## src/rtl/btb_updater.sv

```systemverilog
// btb_updater: buffers execute-stage misprediction reports and issues
// single-entry BTB write/invalidate commands with round-robin allocation.
//
// Ports:
//   clk, reset        clock, synchronous active-high reset
//   upd_*             misprediction report in (valid/ready handshake)
//   btb_wbusy         BTB write port taken by the lookup side this cycle
//   btb_w*            registered BTB write command (btb_we = strobe)
module btb_updater #(
  parameter int BTBNUM    = 32,
  parameter int BTBGROUP  = 2,
  parameter int BTBTAGLEN = 6,
  parameter int FIFODEPTH = 4,
  parameter int BTBIDLEN  = $clog2(BTBNUM)
) (
  input  logic                 clk,
  input  logic                 reset,
  input  logic                 upd_valid,
  output logic                 upd_ready,
  input  logic [31:0]          upd_pc,
  input  logic [31:0]          upd_target,
  input  logic                 upd_taken,
  input  logic                 upd_pred_hit,
  input  logic [BTBIDLEN-1:0]  upd_pred_index,
  input  logic                 btb_wbusy,
  output logic                 btb_we,
  output logic [BTBIDLEN-1:0]  btb_windex,
  output logic                 btb_wvalid,
  output logic [BTBTAGLEN-1:0] btb_wtag,
  output logic [31:0]          btb_wtarget
);

  localparam int NGRP = BTBNUM / BTBGROUP;
  localparam int GRPW = $clog2(NGRP);
  localparam int WAYW = $clog2(BTBGROUP);
  localparam int PTRW = $clog2(FIFODEPTH);
  localparam int CNTW = $clog2(FIFODEPTH + 1);

  typedef struct packed {
    logic [31:0]         pc;
    logic [31:0]         target;
    logic                taken;
    logic                hit;
    logic [BTBIDLEN-1:0] index;
  } rpt_t;

  rpt_t            fifo [FIFODEPTH];
  logic [PTRW-1:0] rd_ptr;
  logic [PTRW-1:0] wr_ptr;
  logic [CNTW-1:0] count;
  logic [WAYW-1:0] rr [NGRP];

  logic                 push;
  logic                 pop;
  rpt_t                 head;
  logic [GRPW-1:0]      grp;
  logic [WAYW-1:0]      way;
  logic [BTBTAGLEN-1:0] tag;
  logic                 issue;

  // Same fold as the lookup path: pc[31:2] XORed in TAGLEN-bit slices,
  // bit k of pc[31:2] lands on tag bit k mod TAGLEN.
  function automatic logic [BTBTAGLEN-1:0] fold(input logic [31:0] pc);
    logic [BTBTAGLEN-1:0] t;
    t = '0;
    for (int i = 2; i < 32; i++)
      t[(i-2) % BTBTAGLEN] = t[(i-2) % BTBTAGLEN] ^ pc[i];
    return t;
  endfunction

  assign upd_ready = (count != CNTW'(FIFODEPTH));
  assign push      = upd_valid && upd_ready;
  assign pop       = (count != '0) && !btb_wbusy;
  assign head      = fifo[rd_ptr];
  assign grp       = head.pc[GRPW+1:2];
  assign way       = rr[grp];
  assign tag       = fold(head.pc);
  // Not-taken reports that missed need no BTB change.
  assign issue     = pop && (head.taken || head.hit);

  always_ff @(posedge clk) begin
    if (push)
      fifo[wr_ptr] <= '{upd_pc, upd_target, upd_taken,
                         upd_pred_hit, upd_pred_index};
  end

  always_ff @(posedge clk) begin
    if (reset) begin
      rd_ptr      <= '0;
      wr_ptr      <= '0;
      count       <= '0;
      btb_we      <= 1'b0;
      btb_windex  <= '0;
      btb_wvalid  <= 1'b0;
      btb_wtag    <= '0;
      btb_wtarget <= '0;
      for (int g = 0; g < NGRP; g++)
        rr[g] <= '0;
    end else begin
      btb_we <= issue;
      if (push)
        wr_ptr <= wr_ptr + 1'b1;
      if (pop)
        rd_ptr <= rd_ptr + 1'b1;
      unique case ({push, pop})
        2'b10:   count <= count + CNTW'(1);
        2'b01:   count <= count - CNTW'(1);
        default: count <= count;
      endcase
      if (issue) begin
        btb_wvalid  <= head.taken;
        btb_wtag    <= tag;
        btb_wtarget <= head.target;
        if (head.hit) begin
          btb_windex <= head.index;
        end else begin
          btb_windex <= {grp, way};
          rr[grp]    <= (way == WAYW'(BTBGROUP-1)) ? '0 : way + 1'b1;
        end
      end
    end
  end

endmodule

```

## config.mk

```make
export PLATFORM = sky130hd
export DESIGN_NAME = btb_updater
export DESIGN_NICKNAME = d
export VERILOG_FILES = /design/src/rtl/btb_updater.sv
export SDC_FILE = /design/constraint.sdc
export NUM_CORES = 1
export LEC_CHECK = 0
export ABC_AREA = 1
export ABC_CLOCK_PERIOD_IN_PS = 6440
export BUFFER_PORTS_ARGS = -buffer_cell sky130_fd_sc_hd__buf_4
export CAP_MARGIN = 20
export CORE_MARGIN = 8
export CORE_UTILIZATION = 45
export CTS_CLUSTER_DIAMETER = 50
export DETAILED_ROUTE_END_ITERATION = 6
export SETUP_SLACK_MARGIN = 0.02
export SYNTH_ARGS = -nofsm -noshare
export SYNTH_HDL_FRONTEND = slang
export SYNTH_SLANG_ARGS = --single-unit
```

## constraint.sdc

```tcl
create_clock -name clk -period 6.44 [get_ports clk]
set_input_delay 1.288 -clock clk [delete_from_list [all_inputs] [get_ports clk]]
set_output_delay 1.288 -clock clk [all_outputs]
set_load 0.02 [all_outputs]
```

Word level (Yosys, flattened, before mapping) --
Memory sizes are Yosys's and may differ from the RTL's. A register that Yosys moved wholly into a read port is not among the register bits. Index checks and enable logic that the tools add are counted.
Storage, ports and cells: register bits 52, bits in writable memories 300, output and inout bits 46, memories 2
Memory list:
- fifo | depth 4, width 71, rd ports 1, clocked after Yosys merged registers in 1, wr ports 1, RTL line 47 | rpt_t fifo [FIFODEPTH];
- rr | depth 16, width 1, rd ports 1, clocked after Yosys merged registers in 0, wr ports 16, RTL line 51 | logic [WAYW-1:0] rr [NGRP];
Operators by class: add/sub/neg operators 5, equal/unequal tests 3, muxes and demuxes 16, bitwise gates (word level) 24, reductions and logical operators 8
Operators with widths (count):
- 1-bit XOR | 24
- 1-bit 2-to-1 mux | 11
- 3-bit case mux with 2 select lines | 1
- 5-bit 2-to-1 mux | 1
- 2-bit by 1-bit adder with 2-bit output, second input constant | 2
- 2-bit 2-to-1 mux | 2
- 4-bit 2-to-1 mux | 1
- 3-bit by 1-bit adder with 3-bit output, second input constant | 1
- 1-bit logical AND | 3
- 3-bit != test, second input constant | 1
- 3-bit nonzero test | 1
- 3-bit by 1-bit subtractor with 3-bit output, second input constant | 1
- 2-bit by 1-bit equality test with 1-bit output, second input constant | 1
- 2-bit equality test, second input constant | 1
- 2-bit nonzero test | 1
- 1-bit adder, second input constant | 1
- 1-bit zero test | 1
- 1-bit logical OR | 1
- 1-bit OR reduction | 1

Depth between registers and ports, before layout --
word-level depth 8, depth in mapped cells 15

Worst setup path before layout --
Ideal clock, no wire load.
kind input to register, start input port upd_valid, end memory fifo[0][0] (netlist bit) (enable), arrival time 4354 ps, data required time 5943 ps, slack 1589 ps, stages 2, cells stage by stage nand2_1 nor2_1
Between the ends: word-level cells in the longest chain between the ends 3
RTL lines:
- start, declared | RTL line 18 | input logic upd_valid,
- 1-bit logical AND | RTL line 72 | assign push = upd_valid && upd_ready;
- 1-bit 2-to-1 mux | RTL line 82 | if (push)
- 1-bit 2-to-1 mux (not written as such) | RTL line 83 | fifo[wr_ptr] <= '{upd_pc, upd_target, upd_taken,
- end, declared | RTL line 47
Every way passes these cells.

==> results.py <==
metrics = {
    "run_status": {
        "run_status": "complete, no violations",
    },
    "cts": {
        "cts_hold_buffers": 0,
        "cts_tree": "done",
        "path_clk_slew_ns": 0.06,
        "cts_made_buffers": 38,
        "clk_latency_ns": 0.52,
        "clkSinkCount": 346,
        "clk_path_buf_depth": 3,
        "post_cts_buffers": 0,
        "cts_root_buf": "clkbuf_16",
        "ctsResizeCount": 0,
        "htreeDepth": 2,
    },
    "setup_path": {
        "crit_end": "rr[8]",
        "path_class": "reg -> reg",
        "worstPathArrival_ns": 3.43,
        "cp_top_family": "simple AND/OR/NAND/NOR gates",
        "crit_required_ns": 6.69,
        "rrSetupSlack_ns": 3.27,
        "critPathLaunchType": "flip-flop",
        "reg2reg_to": "rr[8]",
        "slowest_stage": "dfxtp_4",
        "critical_path_depth": 14,
        "cp_cell_sequence": "inv_4, buf_4, buf_16, nand2_2, nand3_4, nand2_4, nand2_1, nand2_1, nand2_1, nand2_1, nand2_1, nand2_4, nor2_8, nor2_1",
        "cp_max_fo": 69,
        "cp_slowest_stage_delay_ns": 0.54,
        "crit_path_frequent_cell": "nand2_1",
        "cp-end-kind": "flip-flop",
        "path_buf_inv": 3,
        "r2r_cells": 14,
    },
    "detailed_routing": {
        "firstDrtPassIters": 4,
        "wl_per_cell_um": 17.5,
        "ant_nets": 0,
        "vias": 8590,
        "drt_iter0_markers": 510,
        "drt-total-wl_mm": 29.3,
        "avgViaCountPerCell": 5.13,
        "drc_errors": 0,
    },
    "timing": {
        "fmax_mhz": 315,
        "setup_viol": 0,
        "min_period_over_period_pct": 49.3,
        "period_minus_slack_ns": 3.17,
        "worstMarginPinSlew_ns": 1.11,
        "max_slew_margin_pct": 26.2,
        "final.setup.tns_ns": 0,
        "rsz0062_at_grt": "false",
        "skew_ns": 0.00689,
        "final_hold_viol_count": 0,
        "drv_slew": 0,
    },
    "power": {
        "ir_drop_v": 0.000197,
        "p_leak_nw": 6.00,
        "cellPowerDensity_nw_per_um2": 423,
    },
    "layout": {
        "finalNonFillerCells": 1674,
        "syn2layout_area_growth_pct": 18.1,
        "fin_util_pct": 53.5,
        "drive_above_1_share_pct": 17.9,
        "stdcell_area_um2": 16200,
        "layout_common_cells": "292 x edfxtp_1, 183 x nor2_1, 154 x nand2_1",
        "nNetsFinal": 1330,
        "final_common_cell": "edfxtp_1",
        "n_antenna_cell": 0,
    },
    "floorplan": {
        "die_w_um": 191,
        "core_area_um2": 30300,
        "start_util_pct": 45.3,
        "die_y_um": 191,
        "rows": 64,
        "io_pins": 121,
        "die_area_um2": 36400,
    },
    "yosys": {
        "synth_area_leaders": "edfxtp_1 64%, dfxtp_1 7.9%, o21ai_0 5.3%, nor2_1 5.1%, nand2_1 4.2%",
        "synth-edff-count": 292,
        "ys_ff_latch": 346,
        "async_flop_share_pct": 0,
        "yosysUniqueCellTypes": 39,
        "ys.flop_type": "edfxtp_1",
        "synth_area_um2": 13800,
        "synth.top_cell.area_share_pct": 63.7,
        "yosysSeqAreaShare_pct": 71.6,
        "synth_warnings": 0,
        "syn_avg_cell_area_um2": 12.1,
        "synth_largest_area_cell": "edfxtp_1",
        "postSynthCellCount": 1137,
        "syn_nets": 1218,
    },
    "placed_design": {
        "placed_area_um2": 14900,
        "portBuffers": 118,
        "place_inst": 1604,
        "gp_congestion": 0.759,
        "hpwl_mm": 16.3,
    },
    "global_route": {
        "grt_first_pass_wirelength_mm": 46.1,
        "antenna_found_initial": 2,
        "grt_max_degree": 112,
        "grtUsageTotal_pct": 16.1,
        "grt_pass1_vias": 8323,
        "grt_overflow": 0,
    },
    "min_path": {
        "hp-class": "reg -> reg",
    },
    "flow_run": {
        "max_cap_violations": 0,
    },
}
[flip-flops by register name, indices dropped and copies added (netlist names), named ones only]
register / count
rd_ptr: 2
btb_wvalid: 1
wr_ptr: 2
btb_windex: 5
fifo: 276
btb_wtarget: 32
count: 3
btb_we: 1
btb_wtag: 6
rr: 16
[how the worst min path moves through the flow]
| stage | startpoint | end | slack, ns | depth (start not counted) |
|---|---|---|---|---|
| after detailed placement | count[0] | count[0] | 0.44 | 1 |
| after global routing | count[0] | count[0] | 0.49 | 1 |
| final | count[0] | count[0] | 0.45 | 1 |
| after floorplan | count[0] | count[0] | 0.42 | 1 |
| after global placement | count[0] | count[0] | 0.44 | 1 |
| after CTS | count[0] | count[0] | 0.45 | 1 |
[area by class of cell]
class	count	area, um2
Timing Repair Buffer	130	996
Inverter	46	180
Clock buffer	50	1040
Fill cell	2540	14100
Clock inverter	19	245
Tap cell	396	495
Sequential cell	346	9850
Multi-Input combinational cell	687	3440
[routing by layer]
metal,track usage (%),vias up,wire length (um)
met5,0,-,27
met1,20.7,4142,13000
li1,-,4229,-
met4,4.42,4,493
met3,3.90,40,1620
met2,26.8,175,14200
[cells in the mapped netlist (2+ instances only)]
cell type / count
nor2_4: 2
ha_1: 5
a21oi_1: 16
nand2_1: 154
o21ai_0: 147
nand4_1: 5
nor2_8: 2
xor2_1: 7
inv_4: 3
inv_1: 42
nor3_1: 2
clkbuf_1: 20
o22ai_1: 12
edfxtp_1: 292
nand3_4: 2
o211ai_1: 2
dfxtp_1: 54
nor2_1: 187
nand2_4: 4
nand2_2: 9
buf_1: 3
buf_6: 3
a31oi_1: 37
buf_4: 7
nand3b_1: 9
nand3_1: 51
xnor2_1: 19
nor2_2: 9
buf_2: 22
[report_power, final]
| part | total [mW] | switching [mW] | internal [mW] | leakage (nW) |
|---|---|---|---|---|
| Clock | 2.18 | 0.841 | 1.34 | 0.627 |
| Combinational | 1.76 | 1.19 | 0.573 | 2.23 |
| Sequential | 2.92 | 0.169 | 2.75 | 3.14 |
[stage by stage]
stage / power (mW) / hold WS (ns) / setup WS [ns]
6_report: 6.87 / 0.453 / 3.27
5_1_grt: 7.25 / 0.493 / 2.94
4_1_cts: 6.93 / 0.452 / 2.78
3_5_place_dp: 4.74 / 0.443 / 2.80
3_3_place_gp: 4.71 / 0.438 / 2.85
2_1_floorplan: 4.19 / 0.423 / 1.59
[logic make-up after synthesis]
family	after synthesis	share of synthesized area, %
AO/OA/AOI/OAI	217	8.45
XOR/XNOR	26	1.66
buffers and inverters	104	3.66
adder cells (fa/ha/maj)	6	0.600
flip-flops	346	71.6
AND/OR/NAND/NOR	438	14.1
(Power assumes the default switching activity.)
